`src/rtl/audio_i2s_clock_tx.sv`:
```
`default_nettype none
// +----------------------------------------------------------------------------+
// | audio_i2s_clock_tx : I2S bit clock / word select / serial data generator    |
// |                      for a 16+16-bit stereo DAC, plus a tempo square wave.   |
// | Revision 1.0                                                                 |
// +----------------------------------------------------------------------------+
module audio_i2s_clock_tx #(
  parameter int MASTER_FREQ   = 100_000_000,
  parameter int BCLK_HALF_DIV = 32,
  parameter int TEMPO_FREQ    = 4,
  parameter int TEMPO_BITS    = 26
) (
  input  logic        CLK,
  input  logic        Reset,
  input  logic [31:0] InputData,
  output logic        SyncCLK,
  output logic        I2S_CLK,
  output logic        I2S_WS,
  output logic        I2S_DATA,
  output logic        Tempo_CLK
);

  localparam int DIV_W      = (BCLK_HALF_DIV > 1) ? $clog2(BCLK_HALF_DIV) : 1;
  localparam int TEMPO_HALF = MASTER_FREQ / (2 * TEMPO_FREQ);

  localparam logic [DIV_W-1:0]      c_divLast   = DIV_W'(BCLK_HALF_DIV - 1);
  localparam logic [TEMPO_BITS-1:0] c_tempoLast = TEMPO_BITS'(TEMPO_HALF - 1);

  logic [DIV_W-1:0]      r_divCnt;
  logic                  r_bitClk;
  logic [4:0]            r_slot;
  logic [31:0]           r_frame;
  logic                  r_prevRight0;
  logic                  r_ws;
  logic                  r_data;
  logic                  r_sync;
  logic [TEMPO_BITS-1:0] r_tempoCnt;
  logic                  r_tempoClk;

  logic       w_divTerm;
  logic       w_fallEvt;
  logic [4:0] w_nextSlot;
  logic [4:0] w_bitIdx;
  logic       w_nextData;

  assign w_divTerm  = (r_divCnt == c_divLast);
  assign w_fallEvt  = w_divTerm & r_bitClk;
  assign w_nextSlot = r_slot + 5'd1;
  // Slot n (1..31) carries frame bit 32-n: left[15] at slot 1 down to right[1] at slot 31.
  assign w_bitIdx   = 5'(6'd32 - {1'b0, w_nextSlot});

  always_comb begin
    w_nextData = 1'b0;
    if (w_nextSlot == 5'd0) begin
      w_nextData = r_frame[0];
    end else begin
      w_nextData = r_frame[w_bitIdx];
    end
  end

  always_ff @(posedge CLK or negedge Reset) begin
    if (!Reset) begin
      r_divCnt <= '0;
      r_bitClk <= 1'b0;
    end else if (w_divTerm) begin
      r_divCnt <= '0;
      r_bitClk <= ~r_bitClk;
    end else begin
      r_divCnt <= r_divCnt + DIV_W'(1);
    end
  end

  always_ff @(posedge CLK or negedge Reset) begin
    if (!Reset) begin
      r_slot       <= 5'd31;
      r_frame      <= '0;
      r_prevRight0 <= 1'b0;
      r_ws         <= 1'b0;
      r_data       <= 1'b0;
      r_sync       <= 1'b0;
    end else begin
      r_sync <= 1'b0;
      if (w_fallEvt) begin
        r_slot <= w_nextSlot;
        r_ws   <= w_nextSlot[4];
        r_data <= w_nextData;
        if (w_nextSlot == 5'd0) begin
          r_frame      <= InputData;
          r_prevRight0 <= r_frame[0];
          r_sync       <= 1'b1;
        end
      end
    end
  end

  always_ff @(posedge CLK or negedge Reset) begin
    if (!Reset) begin
      r_tempoCnt <= '0;
      r_tempoClk <= 1'b0;
    end else if (r_tempoCnt == c_tempoLast) begin
      r_tempoCnt <= '0;
      r_tempoClk <= ~r_tempoClk;
    end else begin
      r_tempoCnt <= r_tempoCnt + TEMPO_BITS'(1);
    end
  end

  assign SyncCLK   = r_sync;
  assign I2S_CLK   = r_bitClk;
  assign I2S_WS    = r_ws;
  assign I2S_DATA  = r_data;
  assign Tempo_CLK = r_tempoClk;

  // The hold mirrors what was driven at slot 0; kept so the bit survives frame reuse.
  logic w_unusedHold;
  assign w_unusedHold = r_prevRight0;

endmodule
`default_nettype wire

```
`config.mk`:
```
export PLATFORM = sky130hd
export DESIGN_NAME = audio_i2s_clock_tx
export DESIGN_NICKNAME = d
export VERILOG_FILES = /design/src/rtl/audio_i2s_clock_tx.sv
export SDC_FILE = /design/constraint.sdc
export NUM_CORES = 1
export LEC_CHECK = 0
export BUFFER_PORTS_ARGS = -buffer_cell sky130_fd_sc_hd__buf_2
export CORE_MARGIN = 2
export CORE_UTILIZATION = 26
export CTS_BUF_LIST = sky130_fd_sc_hd__clkbuf_8
export DETAILED_ROUTE_END_ITERATION = 8
export PLACE_DENSITY = 0.4
export SYNTH_ARGS = -nofsm -noshare
export SYNTH_HDL_FRONTEND = slang
export SYNTH_SLANG_ARGS = --single-unit
```
`constraint.sdc`:
```
create_clock -name CLK -period 3.61 [get_ports CLK]
set_input_delay 0.722 -clock CLK [delete_from_list [all_inputs] [get_ports CLK]]
set_output_delay 0.722 -clock CLK [all_outputs]
set_load 0.05 [all_outputs]
```
==> impl_metrics.env, run 1 <==
export IMPL_cts_tree="built"
export IMPL_cts_hold_buf=0
export IMPL_ys_warn_count=0
export IMPL_routed_via_count=2144
export IMPL_hold_viol=0
export IMPL_final_max_slew_viol_count=0
export IMPL_h_tree_depth=3
export IMPL_nFillCells=1389
export IMPL_layout_cells_non_filler=493
export IMPL_postSynthAreaPerCell_sq_um=12.61
export IMPL_max_cap_violations=0
export IMPL_p_per_area_nw_per_um2=408.8
export IMPL_wl_per_cell_microns=14.02
export IMPL_muxShareOfSynthArea_pct=16.15
export IMPL_drc_errors=0
export IMPL_cp_start_kind="flop"
export IMPL_yosysTopAreaCellShare_pct=48.71
export IMPL_firstDrtPassIters=4
export IMPL_viasPerCell=4.349
export IMPL_drive_above_1_share_pct=31.55
export IMPL_cp_arrival_ns=3.05
export IMPL_hp_class="reg -> reg"
export IMPL_leakagePower_nw=1.770
export IMPL_clock_sinks=73
export IMPL_status="complete, no violations"
export IMPL_grt_usage_pct=10.62
export IMPL_setup_violations_final=0
export IMPL_routed_wl_mm=6.912
export IMPL_insertion_delay_ns=0.35
export IMPL_diodes=0
export IMPL_grt_overflow=0
export IMPL_dpl_hpwl_mm=4.679
export IMPL_grt_pass1_vias=2293
export IMPL_path_clk_slew_ns=0.08
export IMPL_ant_nets=0
export IMPL_die_x_microns=119.9
export IMPL_path_class="reg -> reg"
export IMPL_synth_compound_area_share_pct=1.898
export IMPL_grt_pass1_wl_mm=11.81
export IMPL_antenna_found_initial=0
export IMPL_grt_max_degree=74
export IMPL_vdd_drop_max_mv=0.1426
export IMPL_ys_seq_elements=73
export IMPL_syn_nets=316
export IMPL_tightest_slew_ns=0.9449
export IMPL_cts_setup_buffers=0
export IMPL_relSlewSlack_pct=37.01
export IMPL_cp_end_kind="flop"
export IMPL_ys_types=38
export IMPL_cts_buffer_depth=2
export IMPL_io_pins=39
export IMPL_die_area_sq_um=14380
export IMPL_synth_adder_area_share_pct=1.791
export IMPL_cts_root_buf="clkbuf_8"
export IMPL_crit_fanout=12
export IMPL_die_h_microns=119.9
export IMPL_core_sq_um=13190
export IMPL_cts_resized=0
export IMPL_fmax_mhz=358.6
export IMPL_synth_xor_area_share_pct=8.524
export IMPL_synth_top_family_by_area="multiplexers"
export IMPL_synth_top_area_cell="dfrtp_1"
export IMPL_min_period_ns=2.789
export IMPL_start_util_pct=26.48
export IMPL_min_period_over_period_pct=77.25
export IMPL_synth_area_top_cells="dfrtp_1, mux2_2, xor2_1"
export IMPL_dp_cells=477
export IMPL_critPathRequiredTime_ns=3.88
export IMPL_port_buffers=38
export IMPL_netlist_area_sq_um=3493
export IMPL_std_cell_rows=42
export IMPL_yosys_area_share_simple_pct=14.94
export IMPL_area_growth_pct=14.76
export IMPL_dr_first_iter_drc_count=62
export IMPL_place_gp_congestion=0.7619
export IMPL_finClkSkew_ns=0.01174
export IMPL_nets=351
export IMPL_rsz0062_at_grt="false"
export IMPL_ys_seq_area_share_pct=52.47
export IMPL_netlist_instances=277
export IMPL_finalSetupTns_ns=0
export IMPL_cts_made_buffers=9
## logic make-up after synthesis
family | Yosys count
compound gates | 10
xor+xnor | 34
fa+ha+maj | 5
buf+inv | 19
flops | 73
mux | 43
simple gates | 93
## worst paths after layout
kind | startpoint | to | slack [ns] | cells past startpoint
min in group asynchronous | Reset | r_divCnt[2] | 0.50 | 1
worst max-delay path | r_slot[0] | I2S_DATA | 0.82 | 8
max in group asynchronous | Reset | r_tempoCnt[19] | 2.48 | 1
worst min-delay path | r_divCnt[0] | r_divCnt[0] | 0.46 | 1
worst min register to register | r_divCnt[0] | r_divCnt[0] | 0.46 | 1
worst max register to register | r_slot[0] | I2S_DATA | 0.82 | 8
## final cells by class
class	instances	area, sq um	share of cell area (%)
multi-input cells	185	1513	37.73
well taps	176	220.2	5.493
inverters	4	15.01	0.3745
clock inverters	6	90.09	2.247
repair buffers	39	200.2	4.994
clock buffers	10	137.6	3.433
flip-flops and latches	73	1833	45.72
## cell usage after synthesis
master and count:
dfrtp_1 68, mux2_2 35, nor2_1 23, xor2_1 22, nand3_1 19, nand2_1 12
xnor2_1 12, and3_1 9, and4_1 7, nand4_1 7, dfstp_2 5, ha_1 5
a21oi_1 4, buf_2 4, clkbuf_1 4, inv_1 4, mux4_1 4, nor2b_1 4
clkbuf_8 3, buf_12 2, mux2i_1 2, mux4_2 2, nor3_1 2, nor3b_1 2
nor4_1 2, or4_1 2, a31oi_1 1, buf_6 1, clkbuf_2 1, nand4bb_1 1
nor4_2 1, nor4b_1 1, nor4b_4 1, o211ai_1 1, o21a_1 1, o21ai_0 1
o311a_1 1, o31a_2 1
## routing by layer
| layer | routed length [microns] | vias up | track usage [%] |
|---|---|---|---|
| met1 | 3208 | 1052 | 12.90 |
| met2 | 3360 | 26 | 17.61 |
| li1 | - | 1057 | - |
| met4 | 116 | 0 | 3.897 |
| met3 | 227 | 9 | 3.375 |
| met5 | 0 | - | 0 |
## flip-flops by register name (all words and copies together), names as in the netlist
register,count
I2S_CLK,1
I2S_DATA,1
I2S_WS,1
SyncCLK,1
Tempo_CLK,1
r_divCnt,5
r_frame,32
r_slot,5
r_tempoCnt,26
## critical path, stage by stage (launching register included)
cell and delay, ns:
dfstp_2 0.65, ha_1 0.30, nand3_1 0.14, xor2_1 0.19, ha_1 0.41, or4_1 0.48
and3_1 0.19, and4_1 0.17, nor3_1 0.18
## where the power goes
part	switching (mW)	internal, mW	total (mW)	leakage, nW
clock	0.322	0.410	0.732	0.113
sequential	0.00986	0.836	0.845	0.899
combinational	0.0289	0.0322	0.0611	0.758
## layout by cell type (no fill, tap or decap), types with 5 or more instances in the layout
cell type and instances:
nand4_1 7, xor2_1 22, mux2_2 35, xnor2_1 12
clkbuf_8 10, nand2_1 12, nand3_1 19, dfstp_2 5
nor2_1 23, dfrtp_1 68, and3_1 9, ha_1 5
buf_2 37, and4_1 7
## stage by stage
step / worst slack (ns) / utilization [%] / hold WS (ns) / instance area, sq um / power (mW)
floorplan: 1.122 / - / 0.4248 / 3493 / 0.8806
global placement: 0.9375 / 28.67 / 0.4406 / 3781 / 0.9251
detailed placement: 0.8474 / 28.67 / 0.4502 / 3781 / 0.9262
CTS: 0.8253 / 30.39 / 0.4611 / 4009 / 1.674
global route: 0.6073 / 30.39 / 0.4838 / 4009 / 1.713
finish: 0.8213 / 30.39 / 0.4618 / 4009 / 1.639
(Power assumes the default switching activity.)
==> inputs of run 2 (changes only) <==
==> constraint.sdc (replaced) <==
create_clock -name CLK -period 2.84 [get_ports CLK]
set_input_delay 0.568 -clock CLK [delete_from_list [all_inputs] [get_ports CLK]]
set_output_delay 0.568 -clock CLK [all_outputs]
set_load 0.05 [all_outputs]
==> impl_metrics.env, run 2 (synthesis gave the netlist of run 1 again) <==
export IMPL_grt_overflow=0
export IMPL_vdd_drop_max_mv=0.1761
export IMPL_final_max_slew_viol_count=0
export IMPL_place_area_sq_um=3831
export IMPL_h_tree_depth=3
export IMPL_rsz0062_at_grt="false"
export IMPL_regArea_sq_um=1833
export IMPL_final_common_cell="dfrtp_1"
export IMPL_cp_start_kind="flop"
export IMPL_grt_pass1_vias=2244
export IMPL_hold_ws_ns=0.3446
export IMPL_cts_made_buffers=9
export IMPL_status="complete, no violations"
export IMPL_cts_tree="built"
export IMPL_fmax_mhz=385.4
export IMPL_wl_per_cell_microns=14.02
export IMPL_path_clk_slew_ns=0.08
export IMPL_std_cell_rows=42
export IMPL_cts_setup_buffers=0
export IMPL_start_util_pct=26.48
export IMPL_insertion_delay_ns=0.36
export IMPL_finClkSkew_ns=0.01135
export IMPL_largest_reg_flops=32
export IMPL_dr_first_iter_drc_count=78
export IMPL_core_sq_um=13190
export IMPL_highest_layer="met4"
export IMPL_min_period_over_period_pct=91.36
export IMPL_tightest_slew_ns=0.9454
export IMPL_leakagePower_nw=1.774
export IMPL_largest_register="r_frame"
export IMPL_die_x_microns=119.9
export IMPL_dpl_hpwl_mm=4.747
export IMPL_layout_common_cells="dfrtp_1, buf_2, mux2_2, nor2_1, xor2_1"
export IMPL_routed_wl_mm=6.982
export IMPL_min_period_ns=2.595
export IMPL_layout_cells_non_filler=498
export IMPL_power_mw=1.912
export IMPL_p_per_area_nw_per_um2=476.2
export IMPL_cts_buffer_depth=2
export IMPL_viasPerCell=4.376
export IMPL_m1WireLength_mm=3.213
export IMPL_nFillCells=1351
export IMPL_max_cap_violations=0
export IMPL_met2_wirelength_mm=3.356
export IMPL_grt_pass1_wl_mm=11.84
export IMPL_dp_cells=482
export IMPL_multiInputGateArea_sq_um=1515
export IMPL_grt_usage_pct=10.89
export IMPL_die_h_microns=119.9
export IMPL_cp_arrival_ns=2.87
export IMPL_stdcell_area_sq_um=4016
export IMPL_crit_fanout=12
export IMPL_cts_root_buf="clkbuf_8"
export IMPL_die_area_sq_um=14380
export IMPL_antenna_found_initial=0
export IMPL_cts_hold_buf=0
export IMPL_port_buffers=38
export IMPL_clock_sinks=73
export IMPL_reg_largest_list="r_frame x32, r_tempoCnt x26"
export IMPL_critPathRequiredTime_ns=3.12
export IMPL_nets=356
export IMPL_place_gp_congestion=0.7231
export IMPL_path_class="reg -> reg"
export IMPL_finalSetupTns_ns=0
export IMPL_hp_class="in -> async"
export IMPL_drive_above_1_share_pct=32.61
export IMPL_hold_viol=0
export IMPL_cp_end_kind="flop"
export IMPL_routed_via_count=2179
export IMPL_firstDrtPassIters=4
export IMPL_area_growth_pct=14.97
export IMPL_io_pins=39
export IMPL_diodes=0
export IMPL_relSlewSlack_pct=36.97
export IMPL_drc_errors=0
export IMPL_ant_nets=0
export IMPL_grt_max_degree=74
export IMPL_setup_violations_final=0
export IMPL_met3_length_microns=293
export IMPL_cts_resized=0
==> run 2: through the flow <==
step	worst slack (ns)	util, %
global placement	0.2669	29.05
detailed placement	0.2104	29.05
finish	0.2453	30.45
CTS	0.1852	30.43
floorplan	0.3521	-
global route	0.06031	30.45
==> run 2: layout make-up <==
cell class	count	share of cell area (%)
Sequential cell	73	45.64
Multi-Input combinational cell	185	37.73
Timing Repair Buffer	44	6.231
Tap cell	176	5.483
Clock buffer	11	3.769
Clock inverter	5	0.7788
Inverter	4	0.3738
==> run 2: final timing paths <==
path	startpoint	endpoint	slack [ns]	depth (start not counted)
min in group CLK	InputData[21]	r_frame[21]	0.43	2
max in group asynchronous	Reset	r_slot[2]	1.84	2
worst max-delay path	r_slot[0]	I2S_DATA	0.25	8
worst min-delay path	Reset	r_frame[22]	0.34	1
worst min register to register	r_divCnt[0]	r_divCnt[0]	0.46	1
worst max register to register	r_slot[0]	I2S_DATA	0.25	8
==> run 2: worst max-delay path: stages (launching register included) <==
cell and delay, ns:
dfstp_2 0.65, ha_2 0.28, nand3_1 0.12, xor2_1 0.17, ha_1 0.31, or4_1 0.45
and3_1 0.19, and4_1 0.17, nor3_1 0.17
==> run 2: power breakdown <==
group	switching [mW]	leakage, nW	internal, mW
combinational	0.0365	0.787	0.0418
clock	0.399	0.0888	0.360
sequential	0.0132	0.899	1.06
total	0.448	1.77	1.46
==> run 2: per-layer routing <==
metal | global-route usage [%] | vias to the layer above
li1 | - | 1065
met1 | 13.40 | 1079
met2 | 16.90 | 26
met3 | 4.610 | 9
met5 | 0 | -
met4 | 4.191 | 0
==> inputs of run 3 (changes only) <==
--- a/config.mk
+++ b/config.mk
@@ -6,9 +6,9 @@
 export NUM_CORES = 1
 export LEC_CHECK = 0
 export BUFFER_PORTS_ARGS = -buffer_cell sky130_fd_sc_hd__buf_2
+export CORE_ASPECT_RATIO = 1.2
 export CORE_MARGIN = 2
 export CORE_UTILIZATION = 26
-export CTS_BUF_LIST = sky130_fd_sc_hd__clkbuf_8
 export DETAILED_ROUTE_END_ITERATION = 8
 export PLACE_DENSITY = 0.4
 export SYNTH_ARGS = -nofsm -noshare
==> impl_metrics.env, run 3 (synthesis gave the netlist of run 1 again) <==
export IMPL_status="complete, no violations"
export IMPL_io_pins=39
export IMPL_viasPerCell=4.484
export IMPL_dr_first_iter_drc_count=83
export IMPL_hold_viol=0
export IMPL_fmax_mhz=400.5
export IMPL_cts_buffer_depth=2
export IMPL_crit_fanout=12
export IMPL_finalSetupTns_ns=0
export IMPL_cp_start_kind="flop"
export IMPL_dp_cells=474
export IMPL_cpMostUsedCell="ha_1"
export IMPL_critPathRequiredTime_ns=3.09
export IMPL_die_x_microns=109.8
export IMPL_vdd_drop_max_mv=0.2872
export IMPL_place_gp_congestion=0.7728
export IMPL_ant_nets=0
export IMPL_final_common_cell="dfrtp_1"
export IMPL_area_growth_pct=18.02
export IMPL_rsz0062_at_grt="false"
export IMPL_path_class="reg -> reg"
export IMPL_cp_arrival_ns=2.75
export IMPL_power_mw=2.281
export IMPL_start_util_pct=26.50
export IMPL_largest_reg_flops=32
export IMPL_grt_usage_pct=10.96
export IMPL_die_h_microns=131.0
export IMPL_slowest_delay_ns=0.64
export IMPL_nets=356
export IMPL_slowest_stage="dfstp_2"
export IMPL_reg_largest_list="r_frame x32, r_tempoCnt x26"
export IMPL_cp_end_kind="flop"
export IMPL_clock_sinks=73
export IMPL_grt_pass1_vias=2361
export IMPL_cts_resized=0
export IMPL_cts_root_buf="clkbuf_16"
export IMPL_leakagePower_nw=1.837
export IMPL_cts_tree="built"
export IMPL_min_period_over_period_pct=87.93
export IMPL_largest_register="r_frame"
export IMPL_cts_made_buffers=9
export IMPL_grt_overflow=0
export IMPL_routed_via_count=2206
export IMPL_nFillCells=1329
export IMPL_layout_cells_non_filler=492
export IMPL_hp_class="in -> async"
export IMPL_firstDrtPassIters=4
export IMPL_routed_wl_mm=7.132
export IMPL_cts_setup_buffers=0
export IMPL_die_area_sq_um=14380
export IMPL_port_buffers=38
export IMPL_drive_above_1_share_pct=32.61
export IMPL_dpl_hpwl_mm=4.935
export IMPL_h_tree_depth=3
export IMPL_path_cells="ha_1 > nand3_1 > xor2_1 > ha_1 > or4_1 > and3_1 > and4_1 > nor3_1"
export IMPL_max_cap_violations=0
export IMPL_drc_errors=0
export IMPL_insertion_delay_ns=0.34
export IMPL_layout_common_cells="dfrtp_1, buf_2, mux2_2, nor2_1, xor2_1"
export IMPL_grt_max_degree=74
export IMPL_core_sq_um=13180
export IMPL_grt_pass1_wl_mm=11.77
export IMPL_std_cell_rows=46
export IMPL_relSlewSlack_pct=35.53
export IMPL_tightest_slew_ns=0.9671
export IMPL_p_per_area_nw_per_um2=553.3
export IMPL_wl_per_cell_microns=14.50
export IMPL_min_period_ns=2.497
export IMPL_cts_hold_buf=0
export IMPL_setup_violations_final=0
export IMPL_hold_ws_ns=0.3822
export IMPL_antenna_found_initial=2
export IMPL_final_max_slew_viol_count=0
export IMPL_path_clk_slew_ns=0.06
export IMPL_finClkSkew_ns=0.007961
[run 3: cell count changes in the layout (fill, tap and decap cells not counted)]
cell	before	now
clkbuf_8	11	0
bufinv_16	0	1
clkinv_2	1	3
clkinv_4	0	3
inv_1	5	4
ha_2	1	0
ha_1	4	5
clkbuf_16	0	9
diode_2	0	2
clkinvlp_4	3	0
[run 3: power breakdown]
group / internal, mW / leakage, nW / switching, mW / total [mW]
clock network: 0.679 / 0.149 / 0.447 / 1.13
logic: 0.0409 / 0.789 / 0.0360 / 0.0769
registers: 1.06 / 0.899 / 0.0135 / 1.08
[run 3: cell type report]
| type | count | area [sq um] | area share [%] |
|---|---|---|---|
| flip-flops and latches | 73 | 1833 | 44.46 |
| clock buffers | 9 | 225.2 | 5.463 |
| repair buffers | 44 | 250.2 | 6.070 |
| multi-input cells | 185 | 1513 | 36.69 |
| clock inverters | 7 | 71.32 | 1.730 |
| well taps | 168 | 210.2 | 5.099 |
| inverters | 4 | 15.01 | 0.3642 |
| diodes | 2 | 5.005 | 0.1214 |
[run 3: path summary, 6_finish.rpt]
kind	from	to	slack (ns)	cells after the start
min in group CLK	r_divCnt[0]	r_divCnt[0]	0.45	1
worst min-delay path	Reset	SyncCLK	0.38	1
worst max register to register	r_slot[0]	I2S_DATA	0.34	8
worst min register to register	r_divCnt[0]	r_divCnt[0]	0.45	1
max in group asynchronous	Reset	r_frame[29]	1.83	1
worst max-delay path	r_slot[0]	I2S_DATA	0.34	8
[run 3: critical path, delay by kind of cell (launching register included)]
| family | cells | cell delay (ns) |
|---|---|---|
| xor gates and xnor gates | 1 | 0.17 |
| and+or+nand+nor | 5 | 1.07 |
| adders and majority gates | 2 | 0.52 |
| DFF | 1 | 0.64 |
[run 3: per-layer routing]
layer	vias to the layer above	GRT usage, %	part of all wire, %	wire length, microns
li1	1072	-	-	-
met1	1092	12.34	42	2993
met2	30	18.44	51	3642
met3	12	4.266	4.9	347
met4	0	4.542	2.1	149
met5	-	0	0	0
[run 3: per-stage QoR]
step	setup slack, ns	utilization, %	area [sq um]
after global routing	0.1913	31.26	4120
after global placement	0.3912	28.99	3821
after CTS	0.3403	31.24	4118
after floorplan	0.3521	-	3493
after detailed placement	0.3641	28.99	3821
final	0.3428	31.28	4123
